===== src/rtl/cdb_arbiter.sv =====
// Common-data-bus arbiter: picks up to SS functional-unit results per cycle
// (starved requesters first, then round-robin) and registers them onto the
// broadcast slots, one cycle after the grant.
module cdb_arbiter #(
    parameter int NREQ         = 4,
    parameter int SS           = 2,
    parameter int DATA_W       = 32,
    parameter int TAG_W        = 8,
    parameter int STARVE_LIMIT = 8
) (
    input  logic                     clk,
    input  logic                     rst,
    input  logic                     flush,
    input  logic [NREQ-1:0]          req_valid,
    input  logic [DATA_W-1:0]        req_data  [NREQ],
    input  logic [TAG_W-1:0]         req_tag   [NREQ],
    output logic [NREQ-1:0]          req_ready,
    output logic [SS-1:0]            cdb_valid,
    output logic [DATA_W-1:0]        cdb_data  [SS],
    output logic [TAG_W-1:0]         cdb_tag   [SS],
    output logic [$clog2(NREQ)-1:0]  cdb_src   [SS]
);

    localparam int SRC_W = $clog2(NREQ);
    localparam int AGE_W = $clog2(STARVE_LIMIT + 1);
    localparam logic [AGE_W-1:0] AGE_MAX  = AGE_W'(STARVE_LIMIT);
    localparam logic [SRC_W-1:0] LAST_IDX = SRC_W'(NREQ - 1);

    // Round-robin pointer and per-requester wait counters
    logic [SRC_W-1:0]   rr_ptr_q, rr_ptr_d;
    logic [AGE_W-1:0]   age_q [NREQ];
    logic [AGE_W-1:0]   age_d [NREQ];

    // Broadcast slot registers
    logic [SS-1:0]      cdb_valid_q;
    logic [DATA_W-1:0]  cdb_data_q [SS];
    logic [TAG_W-1:0]   cdb_tag_q  [SS];
    logic [SRC_W-1:0]   cdb_src_q  [SS];

    // Grant-selection results
    logic [NREQ-1:0]    starved;
    logic [NREQ-1:0]    st_grant;
    logic [NREQ-1:0]    rr_cand;
    logic [NREQ-1:0]    rr_rot;
    logic [NREQ-1:0]    rr_grant;
    logic [NREQ-1:0]    grant;
    logic [2*NREQ-1:0]  cand_wide;
    logic [2*NREQ-1:0]  grant_wide;
    logic [SS-1:0]      slot_vld;
    logic [SRC_W-1:0]   slot_src [SS];
    logic               rr_hit;
    logic [SRC_W-1:0]   rr_last;

    generate
        for (genvar gi = 0; gi < NREQ; gi++) begin : g_starved
            assign starved[gi] = req_valid[gi] && (age_q[gi] >= AGE_MAX);
        end
    endgenerate

    // Slot filling: starved requesters (lowest index first), then a
    // round-robin scan starting at rr_ptr. The scan runs on a copy of the
    // candidate vector rotated so that bit k is requester (rr_ptr+k) mod NREQ.
    always_comb begin
        int n;
        int idx;
        n          = 0;
        idx        = 0;
        st_grant   = '0;
        rr_cand    = '0;
        rr_rot     = '0;
        rr_grant   = '0;
        cand_wide  = '0;
        grant_wide = '0;
        slot_vld   = '0;
        rr_hit     = 1'b0;
        rr_last    = '0;
        for (int k = 0; k < SS; k++) begin
            slot_src[k] = '0;
        end
        if (!rst && !flush) begin
            for (int i = 0; i < NREQ; i++) begin
                if (starved[i] && n < SS) begin
                    for (int k = 0; k < SS; k++) begin
                        if (n == k) begin
                            slot_vld[k] = 1'b1;
                            slot_src[k] = SRC_W'(i);
                        end
                    end
                    st_grant[i] = 1'b1;
                    n = n + 1;
                end
            end
            rr_cand   = req_valid & ~st_grant;
            cand_wide = {rr_cand, rr_cand} >> rr_ptr_q;
            for (int k = 0; k < NREQ; k++) begin
                if (cand_wide[k] && n < SS) begin
                    idx = int'(rr_ptr_q) + k;
                    if (idx >= NREQ) begin
                        idx = idx - NREQ;
                    end
                    for (int s = 0; s < SS; s++) begin
                        if (n == s) begin
                            slot_vld[s] = 1'b1;
                            slot_src[s] = SRC_W'(idx);
                        end
                    end
                    rr_rot[k] = 1'b1;
                    rr_hit    = 1'b1;
                    rr_last   = SRC_W'(idx);
                    n = n + 1;
                end
            end
            // Undo the rotation to get grants in requester order
            grant_wide = {rr_rot, rr_rot} << rr_ptr_q;
            rr_grant   = grant_wide[2*NREQ-1:NREQ];
        end
        grant = st_grant | rr_grant;
    end

    assign req_ready = grant;

    // Pointer moves just past the last round-robin winner; starved-only
    // cycles leave it alone so the normal rotation is not disturbed.
    always_comb begin
        rr_ptr_d = rr_ptr_q;
        if (rr_hit) begin
            rr_ptr_d = (rr_last == LAST_IDX) ? '0 : rr_last + 1'b1;
        end
    end

    generate
        for (genvar gi = 0; gi < NREQ; gi++) begin : g_age
            // Wait counter: cleared on grant, idle or flush; otherwise saturating count
            always_comb begin
                age_d[gi] = age_q[gi];
                if (flush || grant[gi] || !req_valid[gi]) begin
                    age_d[gi] = '0;
                end else if (age_q[gi] < AGE_MAX) begin
                    age_d[gi] = age_q[gi] + 1'b1;
                end
            end

            // Age register
            always_ff @(posedge clk) begin
                if (rst) begin
                    age_q[gi] <= '0;
                end else begin
                    age_q[gi] <= age_d[gi];
                end
            end
        end
    endgenerate

    // Round-robin pointer register
    always_ff @(posedge clk) begin
        if (rst) begin
            rr_ptr_q <= '0;
        end else begin
            rr_ptr_q <= rr_ptr_d;
        end
    end

    generate
        for (genvar gi = 0; gi < SS; gi++) begin : g_slot
            // Broadcast slot: payload only reloads when the slot is used
            always_ff @(posedge clk) begin
                if (rst) begin
                    cdb_valid_q[gi] <= 1'b0;
                    cdb_data_q[gi]  <= '0;
                    cdb_tag_q[gi]   <= '0;
                    cdb_src_q[gi]   <= '0;
                end else begin
                    cdb_valid_q[gi] <= slot_vld[gi];
                    if (slot_vld[gi]) begin
                        cdb_data_q[gi] <= req_data[slot_src[gi]];
                        cdb_tag_q[gi]  <= req_tag[slot_src[gi]];
                        cdb_src_q[gi]  <= slot_src[gi];
                    end
                end
            end

            assign cdb_data[gi] = cdb_data_q[gi];
            assign cdb_tag[gi]  = cdb_tag_q[gi];
            assign cdb_src[gi]  = cdb_src_q[gi];
        end
    endgenerate

    assign cdb_valid = cdb_valid_q;

endmodule


===== config.mk =====
export PLATFORM = sky130hd
export DESIGN_NAME = cdb_arbiter
export DESIGN_NICKNAME = d
export VERILOG_FILES = /design/src/rtl/cdb_arbiter.sv
export SDC_FILE = /design/constraint.sdc
export NUM_CORES = 1
export LEC_CHECK = 0
export ABC_AREA = 1
export BUFFER_PORTS_ARGS = -buffer_cell sky130_fd_sc_hd__buf_2
export CORE_ASPECT_RATIO = 0.9
export CORE_MARGIN = 5
export CORE_UTILIZATION = 30
export CTS_CLUSTER_SIZE = 28
export DETAILED_ROUTE_END_ITERATION = 10
export PLACE_DENSITY_LB_ADDON = 0.15
export SLEW_MARGIN = 20
export SYNTH_ARGS = -nofsm -noshare
export SYNTH_HDL_FRONTEND = slang
export SYNTH_SLANG_ARGS = --single-unit
export TNS_END_PERCENT = 5

===== constraint.sdc =====
create_clock -name clk -period 8.05 [get_ports clk]
set_input_delay 0.4025 -clock clk [delete_from_list [all_inputs] [get_ports clk]]
set_output_delay 0.4025 -clock clk [all_outputs]
set_load 0.05 [all_outputs]

==> metrics.txt, run 1 <==
dpl cell area 9830 sq um; part of the power in registers 22.2%; DIE WIDTH 185 microns; leakage 5.33 nW; Final Total Pwr 3.75 mW; Core Region 27100 sq um; relative max-transition margin 39.1%; Max Fclk 161 MHz; Initial Util 30.6%; CP arrival 6.41 ns; non-filler cells, final 1801; Worst-path clk slew 0.08 ns; final worst slack 1.84 ns; Peak supply drop 0.383 mV; Post-CTS Resized 0; ant diodes 0; Critical Path RT 8.25 ns; Tmin final 6.21 ns; HPWL after DPL 22.3 mm; CP endpoint kind flop; Synth async-reset ratio 0%; combinational power share 65.0%; H-tree levels 3; Vias 9030; CTS Buf Count 9; # hold bufs at CTS 0; power share of the clock group 12.8%; later-pin clock latency in the skew report 0.36 ns; layout cells sized above 1 23.4%; GP Congestion 0.898; Mapped Avg Cell Area 6.68 sq um; status finished, final reports clean; GRT overflow 0; setup TNS 0 ns; Seq cells post-synth 104; type of origin of the critical path flop; floorplan row count 57; Sw Ratio 58.0%; clk_skew 0.0154 ns; initial antenna violation count 0; max-cap violations 0; # nets final 1632; reg2reg setup slack 1.84 ns; final core occ 37.5%; worst slack, placed 1.64 ns; CTS sink cnt 104; hold slack 0.393 ns; io pins 257; Detailed Route Iter0 Violations 772; Hold Path Class input pin to flop; Critical Path Slowest Stage Cell nand2_4; die area 31100 sq um; CTS tree built; yosys warns 0; library cells used by synthesis 34; final number of hold-violating endpoints 0; Int Pwr 1.58 mW; clock buffer depth 2; drt total wl 31.4 mm; Die H 168 microns; drt wl/cell 17.4 microns; placed insts 1785; Residual DRC 0; vias in the first global route 8673; post-synthesis sequential area ratio 35.2%; Crit Path Class flop to flop; largest net degree at the start of global routing 82; Crit Path Max Fanout 81; number of synthesized flops with an enable pin 84; RSZ-0062 raised after global routing no; final setup vio count 0; Vias/cell 5.01; port buffer count 256; Syn Nets 1432; Tcrit/Tclk final 77.2%; Mapped Area 8300 sq um; Root Driver clkbuf_16; Net Sw Power 2.18 mW; pins over their slew limit 0; pwr dens 369 nW/um^2; Detailed Routing Iterations Pass 1 5; Post-Syn Instances 1242; Post-CTS Setup Bufs 0; most numerous cell on the critical path nand2_1; slowest cell delay on critical path 0.70 ns; slew at the pin with the worst max-slew slack 0.914 ns; first-pass GRT wire length 48.4 mm; post-layout instance area 10200 sq um; Most used DFF post-synth edfxtp_1; Area Growth Syn to Fin 22.4%; Final ANT Viol Nets 0; all-layer global routing usage 19.3%
==> cell type report <==
cell class,count,area (sq um)
fillers,2928,16900
multi-input cells,853,4310
flip-flops and latches,104,2920
repair buffers,268,1390
inverters,206,773
well taps,354,443
clock buffers,10,239
clock inverters,6,75.1
==> kinds of logic after synthesis <==
group | synth area share [%]
AND/OR/NAND/NOR | 38.6
buffers and inverters | 13.5
AO/OA/AOI/OAI | 8.13
flip-flops | 35.2
adder cells (fa/ha/maj) | 3.47
XOR/XNOR | 1.03
==> state kept, by name, summed over array words and instances, names as in the netlist <==
| signal | cells |
|---|---|
| age_q | 16 |
| cdb_data_q | 64 |
| cdb_src_q | 4 |
| cdb_tag_q | 16 |
| cdb_valid | 2 |
| rr_ptr_q | 2 |
==> critical path, delay by kind of cell (launching register included) <==
kind                       cells  cell delay, ns
AOI/OAI and AO/OA              3            0.43
and+or+nand+nor               15            3.41
xor gates and xnor gates       1            0.33
DFF                            1            0.35
buffers and inverters          6            0.42
adders and majority gates      4            1.06
==> cell usage after synthesis (all sizes together) (7+ instances only) <==
master	number	area, sq um
nand4	7	43.8
edfxtp	84	2520
ha	23	288
dfxtp	20	400
buf	52	246
nor2	30	130
nand2	283	1100
nand3	368	1890
clkbuf	27	101
inv	206	773
a21oi	100	523
o21ai	24	128
==> metal layers <==
| metal | track usage [%] | up-vias | wire length [microns] |
|---|---|---|---|
| met2 | 30.0 | 384 | 13900 |
| met3 | 3.97 | 46 | 2550 |
| met5 | 0 | - | 0 |
| li1 | - | 4465 | - |
| met1 | 27.3 | 4135 | 14200 |
| met4 | 5.39 | 0 | 762 |
==> placed cells by master, fill, tap and decap left out, types with 9 or more instances in the layout <==
cell,Yosys,final
nand3_1,360,358
nand2_1,270,266
buf_2,38,256
inv_1,195,195
a21oi_1,98,98
edfxtp_1,84,84
nor2_1,25,24
ha_1,23,23
o21ai_0,20,20
dfxtp_1,20,20
inv_2,11,11
nand2_2,12,11
buf_4,1,11
clkbuf_16,0,9
==> path summary, 6_finish.rpt <==
kind,from,to,cells past startpoint
setup reg to reg,age_q[0][3]$_SDFFE_PP0N_,cdb_data_q[0][14]$_SDFFCE_PN0P_,29
hold reg to reg,age_q[0][2]$_SDFFE_PP0N_,age_q[0][2]$_SDFFE_PP0N_,2
hold / removal,rst,rr_ptr_q[0]$_SDFFE_PP0P_,4
setup / recovery,age_q[0][3]$_SDFFE_PP0N_,cdb_data_q[0][14]$_SDFFCE_PN0P_,29
==> power by group through the flow <==
stage               registers, mW  logic, mW  clock network [mW]
finish                      0.832       2.44               0.481
global route                0.843       2.68               0.512
CTS                         0.834       2.44               0.496
detailed placement          0.843       2.43                   0
global placement            0.850       2.40                   0
floorplan                    1.24       1.41                   0
No activity file was read; power rests on OpenSTA's default activity.
==> run 2, diff against run 1 <==
--- a/config.mk
+++ b/config.mk
@@ -5,7 +5,7 @@
 export SDC_FILE = /design/constraint.sdc
 export NUM_CORES = 1
 export LEC_CHECK = 0
-export ABC_AREA = 1
+export ABC_AREA = 0
 export BUFFER_PORTS_ARGS = -buffer_cell sky130_fd_sc_hd__buf_2
 export CORE_ASPECT_RATIO = 0.9
 export CORE_MARGIN = 5
==> constraint.sdc (replaced) <==
create_clock -name clk -period 6 [get_ports clk]
set_input_delay 0.3 -clock clk [delete_from_list [all_inputs] [get_ports clk]]
set_output_delay 0.3 -clock clk [all_outputs]
set_load 0.05 [all_outputs]
==> run 2 against run 1 <==
Net effect:
- clock skew shrank 0.0048 ns
- sequential share of layout area grew 0.82 points
- sequential power grew 45%
- critical path type unchanged
- critical endpoint is now cdb_data_q[0][10]$_SDFFCE_PN0P_
- worst setup slack lost 1.5 ns
- critical path depth shrank 3
==> metrics.txt, run 2 <==
status finished, final reports clean; CTS sink cnt 104; Detailed Route Iter0 Violations 497; most flop-heavy register cdb_data_q; Yosys top cell area share 33.1%; yosys warns 0; Crit Path Max Fanout 47; Largest regs cdb_data_q: 64 flops, age_q: 16 flops, cdb_tag_q: 16 flops; Synth Area in Compound Gates 23.5%; HPWL after DPL 20.0 mm; Root Driver clkbuf_16; Worst-path clk slew 0.08 ns; area share of xor/xnor cells in the synthesized design 1.38%; Vias 6936; slew at the pin with the worst max-slew slack 0.951 ns; Critical Path Slowest Stage Cell or3_4; Detailed Routing Iterations Pass 1 5; CTS tree built; Seq cells post-synth 104; Crit Path Class flop to flop; Hold Path Class input pin to flop; # nets final 1152; Tcrit/Tclk final 94.4%; CP arrival 5.83 ns; CTS Buf Count 9; Die H 161 microns; vias in the first global route 6988; largest cells by area after synthesis edfxtp_1 (33%), mux2i_1 (17%), a221oi_2 (7.3%), dfxtp_1 (5.3%), a22oi_1 (3.9%); largest family of logic cells by synthesized area compound AO/OA/AOI/OAI gates; placed insts 1291; initial antenna violation count 2; Core Region 25100 sq um; most frequent cells in the layout buf_2 (256), mux2i_1 (128), edfxtp_1 (84); number of synthesized flops with an enable pin 84; Max Fclk 177 MHz; floorplan row count 55; max reg flops 64; GRT overflow 0; Peak supply drop 0.364 mV; later-pin clock latency in the skew report 0.35 ns; max-cap violations 0; leading area contributor after synthesis edfxtp_1; largest net degree at the start of global routing 64; Largest delay share family, worst path simple AND/OR/NAND/NOR gates; Mapped Area 7620 sq um; post-synthesis sequential area ratio 38.4%; Post-synth top cells mux2i_1 (128), edfxtp_1 (84), nand2_1 (62); port buffer count 256; slowest cell delay on critical path 0.47 ns; clk_skew 0.0106 ns; H-tree levels 3; drt wl/cell 20.9 microns; Initial Util 30.3%; Most used DFF post-synth edfxtp_1; GP Congestion 0.876; # hold bufs at CTS 0; simple-gate share of the synthesized area 9.64%; FILL cells 2518; non-filler cells, final 1311; CP endpoint kind flop; leakage 4.78 nW; post-synthesis mux area share 17.7%; Synth async-reset ratio 0%; type of origin of the critical path flop; library cells used by synthesis 70; Syn Nets 900; WP buf/inv 5; DIE WIDTH 178 microns; final setup vio count 0; relative max-transition margin 36.4%; Mapped Avg Cell Area 10.7 sq um; pins over their slew limit 0; Area Growth Syn to Fin 29.7%; all-layer global routing usage 18.1%; final number of hold-violating endpoints 0; die area 28700 sq um; io pins 257; pwr dens 662 nW/um^2; layout cells sized above 1 40.1%; Final ANT Viol Nets 0; Final Total Pwr 6.54 mW; most numerous cell on the critical path ha_1; area share of fa/ha/maj cells after synthesis 3.78%; Vias/cell 5.29; Tmin final 5.66 ns; Critical Path RT 6.16 ns; drt total wl 27.4 mm; most frequent cell after synthesis mux2i_1; Residual DRC 0; commonest non-fill, non-tap cell in the layout buf_2; first-pass GRT wire length 41.0 mm; Post-Syn Instances 710; clock buffer depth 2
==> run 2: cell count changes after synthesis, sizes merged, moves of 14 or more <==
cell and delta:
nand2 -221, o22ai +41, inv -182, o21ai -14
nand3 -355, mux2i +128, a21oi -92, a221oi +42
a22oi +40
==> run 2: metrics by stage <==
| step | hold WS [ns] | instance area (sq um) | TNS (ns) | worst slack (ns) | utilization (%) |
|---|---|---|---|---|---|
| 2_1_floorplan | 0.485 | 7620 | 0 | 0.0526 | - |
| 3_3_place_gp | 0.508 | 9510 | 0 | 0.169 | 37.9 |
| 3_5_place_dp | 0.510 | 9510 | 0 | 0.0277 | 37.9 |
| 4_1_cts | 0.293 | 9820 | 0 | 0.148 | 39.1 |
| 5_1_grt | 0.309 | 9880 | -0.0155 | -0.0113 | 39.3 |
| 6_report | 0.313 | 9880 | 0 | 0.337 | 39.3 |
==> run 2: power by group <==
part           switching, mW  internal, mW  leakage, nW
combinational           3.03          1.65         3.58
clock                  0.308         0.334        0.150
sequential            0.0900          1.12         1.04
==> run 2: area by class of cell <==
type	instances	area (sq um)	area share, %
inverter	25	93.8	0.950
clock inverter	7	86.3	0.874
antenna	2	5.00	0.0507
timing repair buffer	301	1790	18.1
multi-input combinational	521	4330	43.8
sequential	104	2920	29.6
clock buffer	9	225	2.28
tap	342	428	4.33
==> run 2: final timing paths <==
kind	depth (start not counted)	startpoint	end	slack, ns
worst min register to register	2	age_q[0][1]$_SDFFE_PP0N_	age_q[0][1]$_SDFFE_PP0N_	0.53
worst min-delay path	3	rst	rr_ptr_q[1]$_SDFFE_PP0P_	0.31
worst max register to register	26	age_q[0][3]$_SDFFE_PP0N_	cdb_data_q[0][10]$_SDFFCE_PN0P_	0.34
worst max-delay path	26	age_q[0][3]$_SDFFE_PP0N_	cdb_data_q[0][10]$_SDFFCE_PN0P_	0.34
==> run 2: kinds of logic (layout without fill, tap and decap cells) <==
logic type                 count (synthesis)  after routing
AOI/OAI and AO/OA                        197            197
and+or+nand+nor                          157            157
muxes                                    132            132
DFF                                      104            104
buffers and inverters                     85            342
adders and majority gates                 23             23
xor gates and xnor gates                  12             12
other                                      0              2
==> run 2: timing repair <==
action                     4_1_cts  5_1_grt
gates resized for setup          0        5
buffers inserted                 0        1
setup endpoints to repair        0       47
==> run 2: tightest hold or removal path: stages <==
cell and delay, ns:
buf_2 0.14, nand3b_1 0.11, o21ai_0 0.06
==> run 2: metal layers <==
layer  share of wire, %  track usage (%)  up-vias  wire length [microns]
met1                 45             24.8     3351                  12200
met2                 46             29.3      287                  12700
met5                  0                0        -                      0
met3                7.9             4.00       26                   2170
li1                   -                -     3272                      -
met4                1.3             4.25        0                    354
==> run 3, diff against run 2 <==
--- a/config.mk
+++ b/config.mk
@@ -7,7 +7,6 @@
 export LEC_CHECK = 0
 export ABC_AREA = 0
 export BUFFER_PORTS_ARGS = -buffer_cell sky130_fd_sc_hd__buf_2
-export CORE_ASPECT_RATIO = 0.9
 export CORE_MARGIN = 5
 export CORE_UTILIZATION = 30
 export CTS_CLUSTER_SIZE = 28
==> run 3 against run 2 <==
Net effect:
- worst setup slack worse by 0.023 ns
- core utilization decreased by 0.30 points
- first-iteration DRC count fell by 18%
- sequential cell count is the same
- wire length shrank 0.60%
- critical path depth is 2 lower
- register-to-register slack lost 0.02 ns
- final area decreased by 0.79%
- non-clock buffer count down 5
- global-route usage shrank 0.48 points
- clock skew grew 0.0038 ns
- highest routed layer unchanged
- sequential power is essentially flat
==> metrics.txt, run 3 (synthesis results as in run 2) <==
status finished, final reports clean; Critical Path RT 6.06 ns; non-filler cells, final 1299; most numerous cell on the critical path ha_1; floorplan row count 58; Post-CTS Setup Bufs 0; Critical Path Slowest Stage Cell clkbuf_16; Vias 6888; Largest delay share family, worst path compound AO/OA/AOI/OAI gates; WP buf/inv 4; type of origin of the critical path flop; Core Region 25100 sq um; clock buffer depth 2; max-cap violations 0; vias in the first global route 6755; clk_skew 0.0144 ns; # nets final 1147; CP arrival 5.75 ns; max reg flops 64; Root Driver clkbuf_16; largest net degree at the start of global routing 82; most flop-heavy register cdb_data_q; commonest non-fill, non-tap cell in the layout buf_2; slowest cell delay on critical path 0.43 ns; Crit Path Max Fanout 81; Detailed Route Iter0 Violations 406; slew at the pin with the worst max-slew slack 0.757 ns; DIE WIDTH 169 microns; final number of hold-violating endpoints 0; GRT overflow 0; drt total wl 27.2 mm; Post-CTS Resized 0; CTS Buf Count 9; later-pin clock latency in the skew report 0.36 ns; drt wl/cell 21.0 microns; pwr dens 652 nW/um^2; Detailed Routing Iterations Pass 1 5; final core occ 39.0%; leakage 4.73 nW; io pins 257; Hold Path Class input pin to flop; CTS sink cnt 104; Max Fclk 176 MHz; die area 28700 sq um; port buffer count 256; initial antenna violation count 7; CP endpoint kind flop; final setup vio count 0; hold slack 0.292 ns; HPWL after DPL 19.7 mm; CTS tree built; Crit Path Class flop to flop; Final ANT Viol Nets 0; all-layer global routing usage 17.7%; RSZ-0062 raised after global routing yes; Worst-path clk slew 0.08 ns; Residual DRC 0; placed insts 1274; Area Growth Syn to Fin 28.6%; Die H 169 microns; Tcrit/Tclk final 94.8%; first-pass GRT wire length 40.0 mm; worst path cell trace nand2_1, inv_1, ha_1, and3b_1, xnor2_2, inv_1, ha_1, nand2b_1, a311oi_4, and2_1, a21oi_1, or2_2, ha_1, nand2b_1, nand2_1, o221ai_2, a211oi_2, buf_4, a221oi_1, a311oi_1, o211ai_1, clkbuf_16, mux2i_1, o22ai_1; Largest regs cdb_data_q: 64 flops, age_q: 16 flops, cdb_tag_q: 16 flops; Peak supply drop 0.581 mV; layout cells sized above 1 39.6%; relative max-transition margin 49.3%; # hold bufs at CTS 0; GP Congestion 0.838; H-tree levels 3; Initial Util 30.3%; pins over their slew limit 0; most frequent cells in the layout buf_2 (256), mux2i_1 (128), edfxtp_1 (84); Tmin final 5.69 ns; Vias/cell 5.30
-- run 3: cell count changes in the layout (fill, tap and decap cells not counted), moves of 2 or more --
| cell | change |
|---|---|
| clkbuf_16 | +2 |
| buf_4 | -3 |
| clkinvlp_4 | +2 |
| diode_2 | +5 |
| buf_12 | -5 |
| clkinv_4 | -2 |
-- run 3: layout make-up --
cell class / instances / area, sq um
Inverter: 25 / 93.8
Clock buffer: 10 / 229
Sequential cell: 104 / 2920
Timing Repair Buffer: 296 / 1740
Clock inverter: 6 / 51.3
Multi-Input combinational cell: 521 / 4330
Antenna cell: 7 / 17.5
Fill cell: 2557 / 15300
Tap cell: 330 / 413
-- run 3: final timing paths --
check / start / endpoint / slack (ns) / cells past startpoint
worst max-delay path: age_q[0][3]$_SDFFE_PP0N_ / cdb_data_q[1][9]$_SDFFCE_PN0P_ / 0.31 / 24
worst min-delay path: req_valid[1] / age_q[1][1]$_SDFFE_PP0N_ / 0.29 / 3
worst max register to register: age_q[0][3]$_SDFFE_PP0N_ / cdb_data_q[1][9]$_SDFFCE_PN0P_ / 0.31 / 24
worst min register to register: age_q[2][2]$_SDFFE_PP0N_ / age_q[2][2]$_SDFFE_PP0N_ / 0.53 / 2
-- run 3: worst register-to-register path, stage by stage, from the launching register on --
cell,delay (ns)
dfxtp_1,0.31
nand2_1,0.09
inv_1,0.08
ha_1,0.21
and3b_1,0.27
xnor2_2,0.15
inv_1,0.09
ha_1,0.30
nand2b_1,0.09
a311oi_4,0.29
and2_1,0.18
a21oi_1,0.11
or2_2,0.38
ha_1,0.31
nand2b_1,0.16
nand2_1,0.09
o221ai_2,0.33
a211oi_2,0.10
buf_4,0.18
a221oi_1,0.30
a311oi_1,0.09
o211ai_1,0.27
clkbuf_16,0.43
mux2i_1,0.45
o22ai_1,0.13
-- run 3: layer usage --
metal | vias to the layer above | track usage [%] | share of wire, %
met2 | 222 | 30.4 | 49
met5 | - | 0 | 0
met1 | 3382 | 23.2 | 44
li1 | 3267 | - | -
met4 | 0 | 4.10 | 1.3
met3 | 17 | 3.12 | 6.1
-- run 3: through the flow --
stage | setup TNS, ns | power [mW] | area [sq um] | setup WS [ns]
floorplan | 0 | 4.69 | 7620 | 0.0526
global route | -0.0201 | 6.74 | 9800 | -0.0112
finish | 0 | 6.39 | 9800 | 0.314
global placement | 0 | 5.77 | 9420 | 0.109
CTS | 0 | 6.37 | 9700 | 0.0344
detailed placement | 0 | 5.77 | 9420 | 0.00830
-- run 3: report_power, final --
part / internal (mW) / total [mW] / switching, mW
registers: 1.12 / 1.21 / 0.0911
clock network: 0.289 / 0.589 / 0.300
logic: 1.59 / 4.59 / 3.00
total: 3.00 / 6.39 / 3.39
